$ cat config.mk
export PLATFORM = sky130hd
export DESIGN_NAME = tl45_fetch
export DESIGN_NICKNAME = d
export VERILOG_FILES = /design/src/rtl/tl45_pkg.sv /design/src/rtl/tl45_fetch.sv
export SDC_FILE = /design/constraint.sdc
export NUM_CORES = 1
export LEC_CHECK = 0
export ABC_AREA = 1
export BUFFER_PORTS_ARGS = -buffer_cell sky130_fd_sc_hd__buf_4
export CORE_UTILIZATION = 61
export DETAILED_ROUTE_END_ITERATION = 8
export PLACE_DENSITY = 0.89
export SYNTH_ARGS = -nofsm -noshare
export SYNTH_HDL_FRONTEND = slang
export SYNTH_SLANG_ARGS = --single-unit
export TNS_END_PERCENT = 100
$ cat constraint.sdc
create_clock -name i_clk -period 13.2 [get_ports i_clk]
set_clock_uncertainty 0.15 [all_clocks]
set_input_delay 0.66 -clock i_clk [delete_from_list [all_inputs] [get_ports i_clk]]
set_output_delay 0.66 -clock i_clk [all_outputs]
set_load 0.01 [all_outputs]
$ cat src/rtl/tl45_pkg.sv
// tl45_pkg: opcodes, bubble encoding and fetch FSM states shared across the tl45 pipeline.
package tl45_pkg;
    localparam logic [3:0] OP_ADD  = 4'h0;
    localparam logic [3:0] OP_SUB  = 4'h1;
    localparam logic [3:0] OP_AND  = 4'h2;
    localparam logic [3:0] OP_OR   = 4'h3;
    localparam logic [3:0] OP_XOR  = 4'h4;
    localparam logic [3:0] OP_NOT  = 4'h5;
    localparam logic [3:0] OP_SHF  = 4'h6;
    localparam logic [3:0] OP_HALT = 4'h7;
    localparam logic [3:0] OP_LW   = 4'h8;
    localparam logic [3:0] OP_SW   = 4'h9;
    localparam logic [3:0] OP_JMP  = 4'hA;
    localparam logic [3:0] OP_CALL = 4'hB;
    localparam logic [3:0] OP_RET  = 4'hC;
    localparam logic [3:0] OP_LEA  = 4'hD;
    localparam logic [3:0] OP_BUBBLE = 4'hF;
    localparam logic [31:0] BUBBLE_INST = 32'hF000_0000;

    typedef enum logic [1:0] {S_FETCH, S_DISCARD, S_HOLD, S_HALT} fetch_state_t;
endpackage

$ cat src/rtl/tl45_fetch.sv
// tl45_fetch: PC register and req/ack instruction fetch feeding decode, with
// stall skid register, flush/redirect of stale requests and HALT parking.
module tl45_fetch
    import tl45_pkg::*;
#(
    parameter logic [31:0] RESET_PC = 32'h0000_0000
) (
    input  logic        i_clk,
    input  logic        i_reset,
    input  logic        i_pipe_stall,
    input  logic        i_pipe_flush,
    input  logic [31:0] i_new_pc,
    output logic        o_mem_req,
    output logic [31:0] o_mem_addr,
    input  logic        i_mem_ack,
    input  logic [31:0] i_mem_data,
    output logic [31:0] o_buf_pc,
    output logic [31:0] o_buf_inst
);
    fetch_state_t r_state;
    logic [31:0]  r_pc;
    logic [31:0]  r_skid_pc;
    logic [31:0]  r_skid_inst;
    logic         w_data_halt;
    logic         w_skid_halt;

    assign o_mem_req   = (r_state == S_FETCH) || (r_state == S_DISCARD);
    assign w_data_halt = i_mem_data[31:28] == OP_HALT;
    assign w_skid_halt = r_skid_inst[31:28] == OP_HALT;

    always_ff @(posedge i_clk or posedge i_reset) begin
        if (i_reset) begin
            r_state     <= S_FETCH;
            r_pc        <= RESET_PC;
            o_mem_addr  <= RESET_PC;
            o_buf_pc    <= '0;
            o_buf_inst  <= BUBBLE_INST;
            r_skid_pc   <= '0;
            r_skid_inst <= BUBBLE_INST;
        end else if (i_pipe_flush) begin
            o_buf_inst <= BUBBLE_INST;
            r_pc       <= i_new_pc;
            // An outstanding request must still be acked before redirecting the address.
            if (o_mem_req && !i_mem_ack) begin
                r_state <= S_DISCARD;
            end else begin
                r_state    <= S_FETCH;
                o_mem_addr <= i_new_pc;
            end
        end else begin
            case (r_state)
                S_DISCARD: begin
                    if (i_mem_ack) begin
                        r_state    <= S_FETCH;
                        o_mem_addr <= r_pc;
                    end else if (!i_pipe_stall) begin
                        o_buf_inst <= BUBBLE_INST;
                    end
                end
                S_FETCH: begin
                    if (i_mem_ack && !i_pipe_stall) begin
                        o_buf_pc   <= r_pc;
                        o_buf_inst <= i_mem_data;
                        r_pc       <= r_pc + 32'd1;
                        if (w_data_halt) r_state <= S_HALT;
                        else o_mem_addr <= r_pc + 32'd1;
                    end else if (i_mem_ack) begin
                        r_skid_pc   <= r_pc;
                        r_skid_inst <= i_mem_data;
                        r_pc        <= r_pc + 32'd1;
                        r_state     <= S_HOLD;
                    end else if (!i_pipe_stall) begin
                        o_buf_inst <= BUBBLE_INST;
                    end
                end
                S_HOLD: begin
                    if (!i_pipe_stall) begin
                        o_buf_pc   <= r_skid_pc;
                        o_buf_inst <= r_skid_inst;
                        r_state    <= w_skid_halt ? S_HALT : S_FETCH;
                        o_mem_addr <= r_pc;
                    end
                end
                default: begin
                    if (!i_pipe_stall) o_buf_inst <= BUBBLE_INST;
                end
            endcase
        end
    end
endmodule

==> flow_metrics.tcl <==
set metrics [dict create \
    run_status "finished, final reports clean" \
    setup.worst_path.end_class "flip-flop" \
    wl_per_cell_um 15.4 \
    postSynth.asyncResetShare_pct 100 \
    initialDrtViolationCount 1008 \
    sw_frac_of_total_pct 40.7 \
    htreeDepth 4 \
    clock_latency_ns 0.44 \
    seq_power_share_pct 38.9 \
    worst_setup_path_startpoint "i_pipe_flush" \
    avgViaCountPerCell 5.62 \
    totalNegativeSetupSlack_ns 0 \
    cell_area_power_density_nw_per_um2 232 \
    die_outline_area_sq_um 16700 \
    synth-main-ff-cell "sky130_fd_sc_hd__dfrtp_1" \
    worst_ep_required_time_ns 13.36 \
    cell_internal_pwr_uw 1620 \
    first_pass_iters 6 \
    category_of_the_worst_setup_path_launch_point "primary input" \
    die_w_um 129 \
    number_of_distinct_library_cells_after_synthesis 32 \
    criticalPathCategory "primary input to flip-flop" \
    global_route_wire_length_before_repair_mm 42.4 \
    report.final.hold_viol_count 0 \
    fp-row-count 46 \
    numPortBuffers 165 \
    starting_density_pct 62.3 \
    final_nets 1509 \
    tightest_slew_ns 1.21 \
    synth-seq-cells 194 \
    fmax_mhz 259 \
    syn_area_sq_um 9850 \
    antenna_violations_before_repair 0 \
    total_number_of_vias 9348 \
    post_dp_cell_area_sq_um 11100 \
    synth_top_area_cell "sky130_fd_sc_hd__dfrtp_1" \
    clk_pin_slew_ns 0.07 \
    finalHoldWorstSlack_ns 0.233 \
    mappedNetlistNets 1385 \
    netSwitchingPower_uw 1110 \
    cts.root.buffer_cell "sky130_fd_sc_hd__clkbuf_16" \
    design.portCount 166 \
    n_antenna_cell 0 \
    combinationalPowerShare_pct 41.1 \
    grt_max_degree 129 \
    peakVddDrop_mv 0.123 \
    fraction_of_the_cycle_the_final_worst_path_needs_pct 29.2 \
    total_leakage_power_uw 0.00568 \
    worst-path-max-fanout 128 \
    cts-buffers-inserted 17 \
    post-route-drc-count 0 \
    post-synth-top-area-fraction_pct 47.2 \
    drt_wl_total_mm 25.6 \
    postRouteAntennaNets 0 \
    final_area_sq_um 11800 \
    hold_path_class "primary input to asynchronous set/reset pin" \
    core-area_sq_um 15800 \
    numClockSinks 194 \
    synthTopCellsByArea "sky130_fd_sc_hd__dfrtp_1, sky130_fd_sc_hd__nand2_1, sky130_fd_sc_hd__o21ai_0" \
    chipHeight_um 129 \
    post-layout-total-power_uw 2720 \
    slew_headroom_pct 19.6 \
    total_of_warnings_raised_by_yosys 0 \
    yosysSeqAreaShare_pct 49.4 \
    report.final.slew_viol_count 0 \
    ctsHoldBuffers 0 \
    gp_congestion 0.983 \
    critical_path_arrival_ns 4.02 \
    place_hpwl_mm 16.9 \
    synth_edf_count 0 \
    clock_tree_from_tritoncts "done" \
    syn_inst 1311 \
    drv.max_cap_violation_count 0 \
    globalRoute.totalOverflow 0 \
    first_global_vias 8820 \
    cts_resized 0 \
    post_synth.cell_area_avg_sq_um 7.52 \
    post-cts-setup-buffer-count 0 \
    minimum_clock_period_after_layout_ns 3.86 \
    drive_above_1_share_pct 16.6 \
    rr_startpoint "r_state[0]" \
    clock_path_buffers 2 \
    final-setup-viol-count 0 \
    power.share.clock_pct 20.0 \
    rsz0062_at_grt "no" \
    flow.area_growth_from_synthesis_pct 19.3 \
    groute.usage.overall_pct 32.7 \
]
metrics by stage:
step / std cells / worst slack [ns] / utilization [%]
global route: 1664 / 9.02 / 74.3
global placement: 1632 / 9.22 / 70.4
CTS: 1664 / 9.38 / 74.3
floorplan: 1311 / 7.12 / -
finish: 1664 / 9.34 / 74.3
detailed placement: 1632 / 9.03 / 70.4
state kept, by name, indices dropped and copies added (netlist names):
signal	flops
o_buf_inst	32
o_buf_pc	32
o_mem_addr	32
r_pc	32
r_skid_inst	32
r_skid_pc	32
r_state	2
Yosys cell counts, types with 2 or more instances:
master and n:
sky130_fd_sc_hd__inv_1 117, sky130_fd_sc_hd__nand4_1 4, sky130_fd_sc_hd__nand2_1 404, sky130_fd_sc_hd__buf_1 7, sky130_fd_sc_hd__ha_1 5, sky130_fd_sc_hd__nor2_4 3
sky130_fd_sc_hd__nand2_2 3, sky130_fd_sc_hd__o21a_1 32, sky130_fd_sc_hd__a31oi_1 6, sky130_fd_sc_hd__a21oi_2 4, sky130_fd_sc_hd__dfrtp_1 186, sky130_fd_sc_hd__nor2_1 118
sky130_fd_sc_hd__buf_6 2, sky130_fd_sc_hd__nor3_1 2, sky130_fd_sc_hd__xor2_1 8, sky130_fd_sc_hd__a21oi_1 66, sky130_fd_sc_hd__dfstp_2 8, sky130_fd_sc_hd__o21ai_0 214
sky130_fd_sc_hd__nand3_1 31, sky130_fd_sc_hd__nor2_2 8, sky130_fd_sc_hd__o21ai_1 8, sky130_fd_sc_hd__buf_2 23, sky130_fd_sc_hd__inv_2 6, sky130_fd_sc_hd__clkbuf_1 35
sky130_fd_sc_hd__o211ai_1 4
worst max-delay path, stage by stage:
cell,delay (ns)
sky130_fd_sc_hd__buf_4,0.30
sky130_fd_sc_hd__inv_2,0.60
sky130_fd_sc_hd__nand2_2,0.26
sky130_fd_sc_hd__inv_2,0.52
sky130_fd_sc_hd__nand3_4,1.01
sky130_fd_sc_hd__o21ai_0,0.62
power groups by stage:
stage / registers, uW / clock network (uW) / logic [uW]
floorplan: 1080 / 0 / 675
global placement: 1050 / 0 / 1060
detailed placement: 1060 / 0 / 1100
CTS: 1050 / 548 / 1120
global route: 1090 / 571 / 1270
finish: 1060 / 545 / 1120
layout make-up:
type | instances | area, sq um
Fill cell | 1195 | 4070
Tap cell | 216 | 270
Timing Repair Buffer | 172 | 1290
Sequential cell | 194 | 4860
Clock inverter | 14 | 178
Inverter | 123 | 469
Clock buffer | 18 | 439
Multi-Input combinational cell | 927 | 4240
path summary, 6_finish.rpt:
| path | endpoint | slack, ns | depth (start not counted) |
|---|---|---|---|
| max in group asynchronous | r_skid_pc[18] | 11.14 | 3 |
| hold / removal | o_buf_pc[0] | 0.23 | 2 |
| setup reg to reg | r_skid_inst[30] | 9.80 | 6 |
| min in group i_clk | r_skid_pc[26] | 0.33 | 2 |
| setup / recovery | r_skid_inst[30] | 9.34 | 6 |
| hold reg to reg | r_skid_pc[26] | 0.33 | 2 |
cells in the final DEF, fill, tap and decap left out, types with 17 or more instances in the layout:
cell / n
sky130_fd_sc_hd__a21oi_1: 66
sky130_fd_sc_hd__buf_4: 172
sky130_fd_sc_hd__clkbuf_16: 17
sky130_fd_sc_hd__dfrtp_1: 186
sky130_fd_sc_hd__inv_1: 116
sky130_fd_sc_hd__nand2_1: 404
sky130_fd_sc_hd__nand3_1: 30
sky130_fd_sc_hd__nor2_1: 118
sky130_fd_sc_hd__o21a_1: 32
sky130_fd_sc_hd__o21ai_0: 214
routing by layer:
layer  global-route usage (%)  part of all wire (%)
met3                     7.06                   7.9
met1                     42.8                    41
met5                        0                     0
met2                     53.3                    48
met4                     13.6                   2.7
kinds of logic after synthesis:
family	share of synthesized area, %
DFF	49.4
adders and majority gates	0.635
and+or+nand+nor	23.1
xor gates and xnor gates	0.800
buffers and inverters	7.68
AOI/OAI and AO/OA	18.4
No activity file was read; power rests on OpenSTA's default activity.
